**config.mk**
```make
export PLATFORM = sky130hd
export DESIGN_NAME = moving_average_filter_flat
export DESIGN_NICKNAME = d
export VERILOG_FILES = /design/src/rtl/moving_average_filter_if.sv /design/src/rtl/moving_average_filter.sv /design/src/flat_wrapper.sv
export SDC_FILE = /design/constraint.sdc
export NUM_CORES = 1
export LEC_CHECK = 0
export ABC_AREA = 0
export ABC_CLOCK_PERIOD_IN_PS = 6050
export BUFFER_PORTS_ARGS = -buffer_cell sky130_fd_sc_hd__buf_2
export CORE_MARGIN = 2
export CORE_UTILIZATION = 30
export CTS_CLUSTER_DIAMETER = 100
export DETAILED_ROUTE_END_ITERATION = 7
export GPL_TIMING_DRIVEN = 0
export SLEW_MARGIN = 20
export SYNTH_ARGS = -nofsm -noshare
export SYNTH_HDL_FRONTEND = slang
export SYNTH_SLANG_ARGS = --single-unit
```
**constraint.sdc**
```tcl
create_clock -name clk -period 6.05 [get_ports clk]
set_clock_uncertainty 0.1 [all_clocks]
set_input_delay 1.21 -clock clk [delete_from_list [all_inputs] [get_ports clk]]
set_output_delay 1.21 -clock clk [all_outputs]
set_load 0.1 [all_outputs]
```
**src/rtl/moving_average_filter_if.sv**
```systemverilog
`default_nettype none
// ============================================================================
// Module   : moving_average_filter_if
// Purpose  : Sample/result bundle for moving_average_filter. Groups the
//            sample-side controls and the averaged-output side so the filter
//            and its producer/consumer share one connection.
// Signals  : clear         - synchronous history flush (master -> slave)
//            in_valid      - noisy_data qualifies this cycle (master -> slave)
//            noisy_data    - input sample, DATA_W bits (master -> slave)
//            block_mode    - 0 sliding, 1 block/decimated (master -> slave)
//            filtered_data - averaged sample, held between updates (slave -> master)
//            out_valid     - one-cycle strobe on filtered_data update (slave -> master)
//            window_full   - DEPTH samples accepted since reset/clear (slave -> master)
// Revision : 1.0 - initial release
// ============================================================================
interface moving_average_filter_if #(
  parameter int DATA_W = 32
);
  logic              clear;
  logic              in_valid;
  logic [DATA_W-1:0] noisy_data;
  logic              block_mode;
  logic [DATA_W-1:0] filtered_data;
  logic              out_valid;
  logic              window_full;

  modport master (
    output clear, in_valid, noisy_data, block_mode,
    input  filtered_data, out_valid, window_full
  );

  modport slave (
    input  clear, in_valid, noisy_data, block_mode,
    output filtered_data, out_valid, window_full
  );
endinterface
`default_nettype wire

```
**src/rtl/moving_average_filter.sv**
```systemverilog
`default_nettype none
// ============================================================================
// Module   : moving_average_filter
// Purpose  : Parametrised moving-average low-pass filter. Keeps a circular
//            window of the last 2^LOG2_DEPTH accepted samples and a running
//            sum; emits the window average either on every accepted sample
//            once the window is primed (sliding) or once per window (block).
// Ports    : clk   - rising-edge clock
//            reset - synchronous, active-high reset
//            bus   - moving_average_filter_if.slave (clear, in_valid,
//                    noisy_data, block_mode in; filtered_data, out_valid,
//                    window_full out)
// Params   : DATA_W     - sample/output width
//            LOG2_DEPTH - log2 of window depth (1..8)
//            SIGNED     - 1 = two's-complement samples, 0 = unsigned
// Revision : 1.0 - initial release
// ============================================================================
module moving_average_filter #(
  parameter int DATA_W     = 32,
  parameter int LOG2_DEPTH = 4,
  parameter int SIGNED     = 0
) (
  input  logic                  clk,
  input  logic                  reset,
  moving_average_filter_if.slave bus
);

  localparam int                    DEPTH    = 1 << LOG2_DEPTH;
  localparam int                    SUM_W    = DATA_W + LOG2_DEPTH;
  localparam logic [LOG2_DEPTH-1:0] PTR_LAST = LOG2_DEPTH'(DEPTH - 1);
  localparam logic [LOG2_DEPTH-1:0] PTR_ONE  = LOG2_DEPTH'(1);

  // State
  logic [DEPTH-1:0][DATA_W-1:0] window_q,    window_d;
  logic [SUM_W-1:0]             sum_q,       sum_d;
  logic [LOG2_DEPTH-1:0]        wr_ptr_q,    wr_ptr_d;
  logic                         primed_q,    primed_d;
  logic [DATA_W-1:0]            filtered_q,  filtered_d;
  logic                         out_valid_q, out_valid_d;

  // Datapath helpers
  logic [DATA_W-1:0] oldest;
  logic [SUM_W-1:0]  oldest_ext;
  logic [SUM_W-1:0]  sample_ext;
  logic [SUM_W-1:0]  next_sum;
  logic              at_last;
  logic              emit;

  // The entry about to be overwritten is the one leaving the window.
  assign oldest = window_q[wr_ptr_q];

  generate
    if (SIGNED != 0) begin : g_sign_ext
      assign oldest_ext = {{LOG2_DEPTH{oldest[DATA_W-1]}}, oldest};
      assign sample_ext = {{LOG2_DEPTH{bus.noisy_data[DATA_W-1]}}, bus.noisy_data};
    end else begin : g_zero_ext
      assign oldest_ext = {{LOG2_DEPTH{1'b0}}, oldest};
      assign sample_ext = {{LOG2_DEPTH{1'b0}}, bus.noisy_data};
    end
  endgenerate

  // Modular add/subtract is identical for signed and unsigned operands once
  // they are extended to the exact sum width.
  assign next_sum = sum_q - oldest_ext + sample_ext;

  assign at_last = (wr_ptr_q == PTR_LAST);

  // Block mode fires once per window; sliding fires once the window has been
  // filled, including on the sample that fills it.
  assign emit = bus.block_mode ? at_last : (primed_q | at_last);

  always_comb begin
    window_d    = window_q;
    sum_d       = sum_q;
    wr_ptr_d    = wr_ptr_q;
    primed_d    = primed_q;
    filtered_d  = filtered_q;
    out_valid_d = 1'b0;

    if (bus.clear) begin
      // A sample presented together with clear is dropped.
      window_d   = '0;
      sum_d      = '0;
      wr_ptr_d   = '0;
      primed_d   = 1'b0;
      filtered_d = '0;
    end else if (bus.in_valid) begin
      window_d[wr_ptr_q] = bus.noisy_data;
      sum_d              = next_sum;
      wr_ptr_d           = wr_ptr_q + PTR_ONE;
      primed_d           = primed_q | at_last;
      if (emit) begin
        // Dividing by DEPTH and truncating to DATA_W keeps exactly the bits
        // [SUM_W-1:LOG2_DEPTH]; the arithmetic/logical distinction only
        // affects fill bits above DATA_W, which are discarded.
        filtered_d  = next_sum[SUM_W-1:LOG2_DEPTH];
        out_valid_d = 1'b1;
      end
    end
  end

  always_ff @(posedge clk) begin
    if (reset) begin
      window_q    <= '0;
      sum_q       <= '0;
      wr_ptr_q    <= '0;
      primed_q    <= 1'b0;
      filtered_q  <= '0;
      out_valid_q <= 1'b0;
    end else begin
      window_q    <= window_d;
      sum_q       <= sum_d;
      wr_ptr_q    <= wr_ptr_d;
      primed_q    <= primed_d;
      filtered_q  <= filtered_d;
      out_valid_q <= out_valid_d;
    end
  end

  assign bus.filtered_data = filtered_q;
  assign bus.out_valid     = out_valid_q;
  assign bus.window_full   = primed_q;

endmodule
`default_nettype wire

```
**src/flat_wrapper.sv**
```systemverilog
// flat-port wrapper written by rule: the top's interface ports become plain ports
module moving_average_filter_flat 
#(
  parameter int DATA_W     = 32,
  parameter int LOG2_DEPTH = 4,
  parameter int SIGNED     = 0
)
  (clk, reset, bus_clear, bus_in_valid, bus_noisy_data, bus_block_mode, bus_filtered_data, bus_out_valid, bus_window_full);
  moving_average_filter_if #(.DATA_W(DATA_W)) bus_i ();
  input  logic clk;
  input  logic reset;
  input wire logic [$bits(bus_i.clear)-1:0] bus_clear;
  input wire logic [$bits(bus_i.in_valid)-1:0] bus_in_valid;
  input wire logic [$bits(bus_i.noisy_data)-1:0] bus_noisy_data;
  input wire logic [$bits(bus_i.block_mode)-1:0] bus_block_mode;
  output wire logic [$bits(bus_i.filtered_data)-1:0] bus_filtered_data;
  output wire logic [$bits(bus_i.out_valid)-1:0] bus_out_valid;
  output wire logic [$bits(bus_i.window_full)-1:0] bus_window_full;
  assign bus_i.clear = bus_clear;
  assign bus_i.in_valid = bus_in_valid;
  assign bus_i.noisy_data = bus_noisy_data;
  assign bus_i.block_mode = bus_block_mode;
  assign bus_filtered_data = bus_i.filtered_data;
  assign bus_out_valid = bus_i.out_valid;
  assign bus_window_full = bus_i.window_full;
  moving_average_filter #(.DATA_W(DATA_W), .LOG2_DEPTH(LOG2_DEPTH), .SIGNED(SIGNED)) u_core (.clk(clk), .reset(reset), .bus(bus_i));
endmodule
```
* After elaboration in Yosys (flattened, before gate mapping)
Cells that the tools add are included.
** Word-level totals
- Bits in registers :: 586
- Latch bits :: 0
- Bits in writable memories :: 0
- Bits in read-only memories :: 0
- Input bits :: 37
- Output and inout bits :: 34
- Logic and storage cells :: 40
- Memories :: 0
** Cells by class
- $add $sub $neg :: 3
- $mul :: 0
- Div/mod/pow operators :: 0
- Magnitude comparators :: 2
- Equal/unequal tests :: 1
- Shift operators :: 0
- Multiplexer cells :: 7
- Bitwise logic cells :: 2
- Reductions and logical operators :: 4
** Operator list (number)
- 512-bit bitwise mux :: 1
- 32-bit binary-select mux with 4-bit select :: 1
- 32-bit demux with 4-bit select :: 1
- 32-bit 2-to-1 mux :: 2
- 36-bit by 32-bit adder with 36-bit output :: 1
- 36-bit by 32-bit subtractor with 36-bit output :: 1
- 4-bit by 5-bit less-than comparator with 1-bit output (second input constant) :: 1
- 4-bit by 1-bit adder with 4-bit output (second input constant) :: 1
- 4-bit equality test (second input constant) :: 1
- 4-bit by 1-bit greater-or-equal comparator with 1-bit output (second input constant) :: 1
- 3-bit OR reduction :: 1
- 1-bit 2-to-1 mux :: 2
- 2-bit AND reduction :: 1
- 2-bit OR reduction :: 1
- 1-bit logical AND :: 1
- 1-bit NOT :: 1
- 1-bit OR :: 1

* Logic depth before layout (Yosys ltp)
- Depth after elaboration :: 5
- Mapped depth :: 18
- Mapped depth without buffers :: 15

* Least setup slack after synthesis
No wires, ideal clock.
- Path type :: register to register
- From :: register u_core.wr_ptr_q[0]
- To :: register u_core.filtered_q[26], in the netlist u_core.bus.filtered_data[26]
- Setup time :: 122 ps
- Arrival time :: 5053 ps
- Required time :: 5828 ps
- Setup slack :: 775 ps
- Stages on the path, launching flop included :: 18
- Buffers on the path :: 3
- Clock period less this slack :: 5275 ps
- Cell sequence :: dfxtp_1 > clkbuf_1 > clkbuf_1 > buf_1 > mux4_2 > mux4_2 > fa_1 > inv_1 > ha_1 > and2_1 > nand3_2 > a21oi_2 > o2111ai_2 > a2111oi_4 > o2111ai_2 > a21oi_2 > mux2i_1 > a311o_1
** Between the ends
- Cells in the longest elaborated chain, start to end :: 4
- Elaborated cells between the ends (all ways) :: 8
- Those cells by class :: add/sub: 2; eq/ne: 1; mux: 3; bitwise: 1; reduce/logical: 1
** RTL lines
- start: declaration :: line moving_average_filter.sv:36 : logic [LOG2_DEPTH-1:0] wr_ptr_q, wr_ptr_d;
- start signal: assignment :: line moving_average_filter.sv:113 : wr_ptr_q <= wr_ptr_d;
- 32-bit binary-select mux with 4-bit select / 4-bit equality test (equally long branches) :: line moving_average_filter.sv:50, moving_average_filter.sv:66
- 32-bit 2-to-1 mux (not written as such) / 1-bit OR (equally long branches) :: line moving_average_filter.sv:50, moving_average_filter.sv:70
- 36-bit by 32-bit subtractor with 36-bit output / 1-bit 2-to-1 mux (equally long branches) :: line moving_average_filter.sv:64, moving_average_filter.sv:70
- 36-bit by 32-bit adder with 36-bit output / 2-bit AND reduction (equally long branches)
- end signal: assignment :: line moving_average_filter.sv:115 : filtered_q <= filtered_d;
- end: declaration :: line moving_average_filter.sv:38 : logic [DATA_W-1:0] filtered_q, filtered_d;
Several ways; a longest one is shown, not always the timed one. The select of a mux whose other input is x is not followed.
A chain may end at the register's enable or synchronous reset.

* Worst setup path after layout
- From :: register u_core.wr_ptr_q[0]
- To :: register u_core.sum_q[35]
** Between the ends
- Cells in the longest elaborated chain, start to end :: 4
** RTL lines
- 32-bit binary-select mux with 4-bit select :: line moving_average_filter.sv:50 : assign oldest = window_q[wr_ptr_q];
- 32-bit 2-to-1 mux (not written as such) :: line moving_average_filter.sv:50
- 36-bit by 32-bit subtractor with 36-bit output :: line moving_average_filter.sv:64 : assign next_sum = sum_q - oldest_ext + sample_ext;
- 36-bit by 32-bit adder with 36-bit output :: line moving_average_filter.sv:64
- end signal: assignment :: line moving_average_filter.sv:112 : sum_q <= sum_d;
- end: declaration :: line moving_average_filter.sv:35 : logic [SUM_W-1:0] sum_q, sum_d;
Every way passes these cells. The select of a mux whose other input is x is not followed.

==> reports/metrics.cfg <==
[status]
status=complete, no violations

[routing]
drtPass1Iterations=5
ant_nets=0
viasPerCell=4.94
vias=22700
drc=0
drt_iter0_markers=1586
finalWirelength_um=84600
wl_per_cell_um=18.4

[floorplanning]
rows=110
die_area_um2=93500
fp.coreArea_um2=90100
die_w_um=306
pin_count=71
fp.dieH_um=306
start_util_pct=30.3

[synth]
syn_nets=3370
async_flop_share_pct=0
syn-cell-area_um2=27300
synth_top_family_by_area=simple AND/OR/NAND/NOR gates
avgSynthCellArea_um2=8.38
synth-seq-cells=586
synthAdderAreaFrac_pct=4.18
synthCells=3261
synth_compound_area_share_pct=13.3
synth_mux_area_share_pct=14.3
synthSimpleGateAreaFrac_pct=18.2
synth_xor_area_share_pct=0.897
synth_seq_area_share_pct=42.9
ys.flop_type=dfxtp_1
synth_edf_count=0
ys_warn_count=0
synth_cell_types=57

[grt]
grt_pass1_vias=22200
grt_start_max_net_pins=14
antenna_found_initial=17
grt_usage_pct=17.8
grt_pass1_wl_um=130000
overflow=0

[timing]
slew_headroom_pct=27.3
worst_slew_pin_slew_ps=1080
rsz0062_at_grt=no
finalCriticalPeriod_ps=5900
fmax_mhz=169
drv_slew=0
period_share_pct=97.6
finalSetupViolCount=0
hold_violations=0

[hold_path]
hold_path_end=u_core.bus.filtered_data[13]
min_path_type=register to register
min_from=u_core.bus.filtered_data[13]
min_path_cells=2

[cells_and_area]
drive_above_1_share_pct=9.90
n_fill_cell=9313
finalNonFillerCells=4592
nets=3478
area_growth_pct=14.0

[cts]
cts.sinks=586
clockBufferDepth=3
cts_tree=yes
clockRootBuffer=clkbuf_16
clock_latency_ps=620
cts_buffers=66
cts-htree-levels=3
clk_transition_reported_paths_ps=60
hold_buffers=0

[worst_setup_path]
rr_endpoint=u_core.sum_q[35]
cp_num_buf_inv=4
start_kind=register
worstSetupPathType=register to register
arrival_ps=6270
crit_required_ps=6420
crit_chain=clkbuf_1 -> buf_6 -> buf_4 -> mux4_2 -> mux4_2 -> fa_1 -> inv_1 -> ha_1 -> a21oi_1 -> o21ai_1 -> or4_1 -> a21oi_1 -> o31a_2 -> mux2i_1 -> or3_1 -> xor2_1 -> nor2_1
worst-r2r-cell-count=17
setup.worst_path.end_class=register
reg2reg_from=u_core.wr_ptr_q[0]
critPathTopFamily=multiplexers
rrSetupSlack_ps=150
cpPeakStageDelay_ps=610
path_max_fanout=10
cpMaxStageDelayCell=mux4_2

[power]
p_total_uw=9110
p_leak_uw=0.0101
power.density_nw_per_um2=292
irDropWorstVdd_uv=200

[placement]
io_buffers=40
dp_hpwl_um=65800
dpl.cell_count=4477
gp_congestion=0.879

[run]
max_cap_violations=0

[how the worst max path moves through the flow]
stage / startpoint / end / cells past startpoint
global placement: u_core.wr_ptr_q[0] / u_core.sum_q[29] / 17
detailed placement: u_core.wr_ptr_q[0] / u_core.sum_q[29] / 17
CTS: u_core.wr_ptr_q[0] / u_core.sum_q[35] / 17
floorplan: u_core.wr_ptr_q[0] / u_core.bus.filtered_data[26] / 17
finish: u_core.wr_ptr_q[0] / u_core.sum_q[35] / 17
global route: u_core.wr_ptr_q[1] / u_core.sum_q[32] / 17
[cells by family after synthesis]
group	Yosys count
and+or+nand+nor	1264
AOI/OAI and AO/OA	670
DFF	586
buffers and inverters	451
muxes	190
adders and majority gates	72
xor gates and xnor gates	28
[metrics by stage]
| stage | TNS [ps] | hold WS, ps | util (%) | instance area, µm² | setup WS, ps |
|---|---|---|---|---|---|
| finish | 0 | 350 | 34.6 | 31200 | 148 |
| global route | 0 | 364 | 34.6 | 31100 | 2.56 |
| CTS | 0 | 351 | 34.5 | 31100 | 7.26 |
| detailed placement | -25340 | 343 | 32.2 | 29000 | -938 |
| global placement | -28630 | 338 | 32.2 | 29000 | -1060 |
| floorplan | 0 | 333 | - | 27300 | 775 |
[worst min-delay path, cell delays in order, from the launching register on]
cell,delay [ps]
dfxtp_1,300
nand2_1,50
a21oi_1,50
[state kept, by name, indices dropped and copies added, names as in the netlist]
name                      flops
u_core.wr_ptr_q               4
u_core.sum_q                 36
u_core.bus.filtered_data     32
u_core.bus.out_valid          1
u_core.bus.window_full        1
u_core.window_q             512
[repair_timing]
action                     4_1_cts  5_1_grt
pin swaps                        0        0
gates resized for setup         45       17
cloned                           0        0
setup endpoints to repair       50       17
setup buffers                    0        0
[area by class of cell]
type / count / area [µm²] / area share (%)
inverters: 144 / 541 / 1.74
well taps: 1176 / 1470 / 4.72
plain buffers: 307 / 1210 / 3.90
repair buffers: 40 / 200 / 0.643
flip-flops and latches: 586 / 11700 / 37.7
clock inverters: 17 / 164 / 0.526
diodes: 2 / 5.00 / 0.0161
clock buffers: 96 / 1920 / 6.15
multi-input cells: 2224 / 13900 / 44.6
[synth_stat cells (all sizes together), types with 3 or more instances]
cell type | instances | area, µm²
o21bai | 14 | 105
nand2 | 1115 | 4190
fa | 32 | 641
dfxtp | 586 | 11700
a21o | 20 | 150
o21a | 3 | 22.5
xnor2 | 19 | 166
and3 | 4 | 30.0
nand3 | 20 | 105
a311o | 4 | 40.0
mux4 | 160 | 3600
and2 | 19 | 119
buf | 25 | 98.9
mux2i | 28 | 280
nand4 | 20 | 125
xor2 | 9 | 78.8
clkbuf | 282 | 1060
o311ai | 3 | 26.3
or4 | 5 | 37.5
nor2 | 51 | 191
inv | 144 | 541
a21oi | 580 | 2910
a21boi | 3 | 22.5
nor3 | 10 | 50.1
o21ai | 16 | 80.1
ha | 40 | 500
nand3b | 4 | 30.0
a211oi | 8 | 60.1
or3 | 9 | 56.3
o2111ai | 3 | 38.8
[report_power, final]
part	internal (µW)	total [µW]	switching [µW]
registers	3900	3920	21.2
logic	425	1260	831
clock network	2250	3930	1680
[layer usage]
layer	up-vias	global-route usage (%)	wire [µm]
met3	144	3.17	5620
met5	-	0	120
met4	22	5.36	2250
met2	648	29.4	39500
li1	11100	-	-
met1	10800	23.8	37000
[cell usage in the layout (no fill, tap or decap), types with 14 or more instances in the layout]
| cell type | n |
|---|---|
| nand2_1 | 1115 |
| nand4_1 | 20 |
| and2_1 | 15 |
| mux4_2 | 160 |
| clkbuf_1 | 290 |
| a21o_1 | 20 |
| mux2i_1 | 28 |
| inv_1 | 144 |
| o21bai_1 | 14 |
| xnor2_1 | 19 |
| fa_1 | 32 |
| buf_2 | 48 |
| a21oi_1 | 577 |
| ha_1 | 40 |
| dfxtp_1 | 586 |
| clkbuf_16 | 68 |
| nand3_1 | 19 |
| nor2_1 | 51 |
Power figures use the tool's default switching activity.
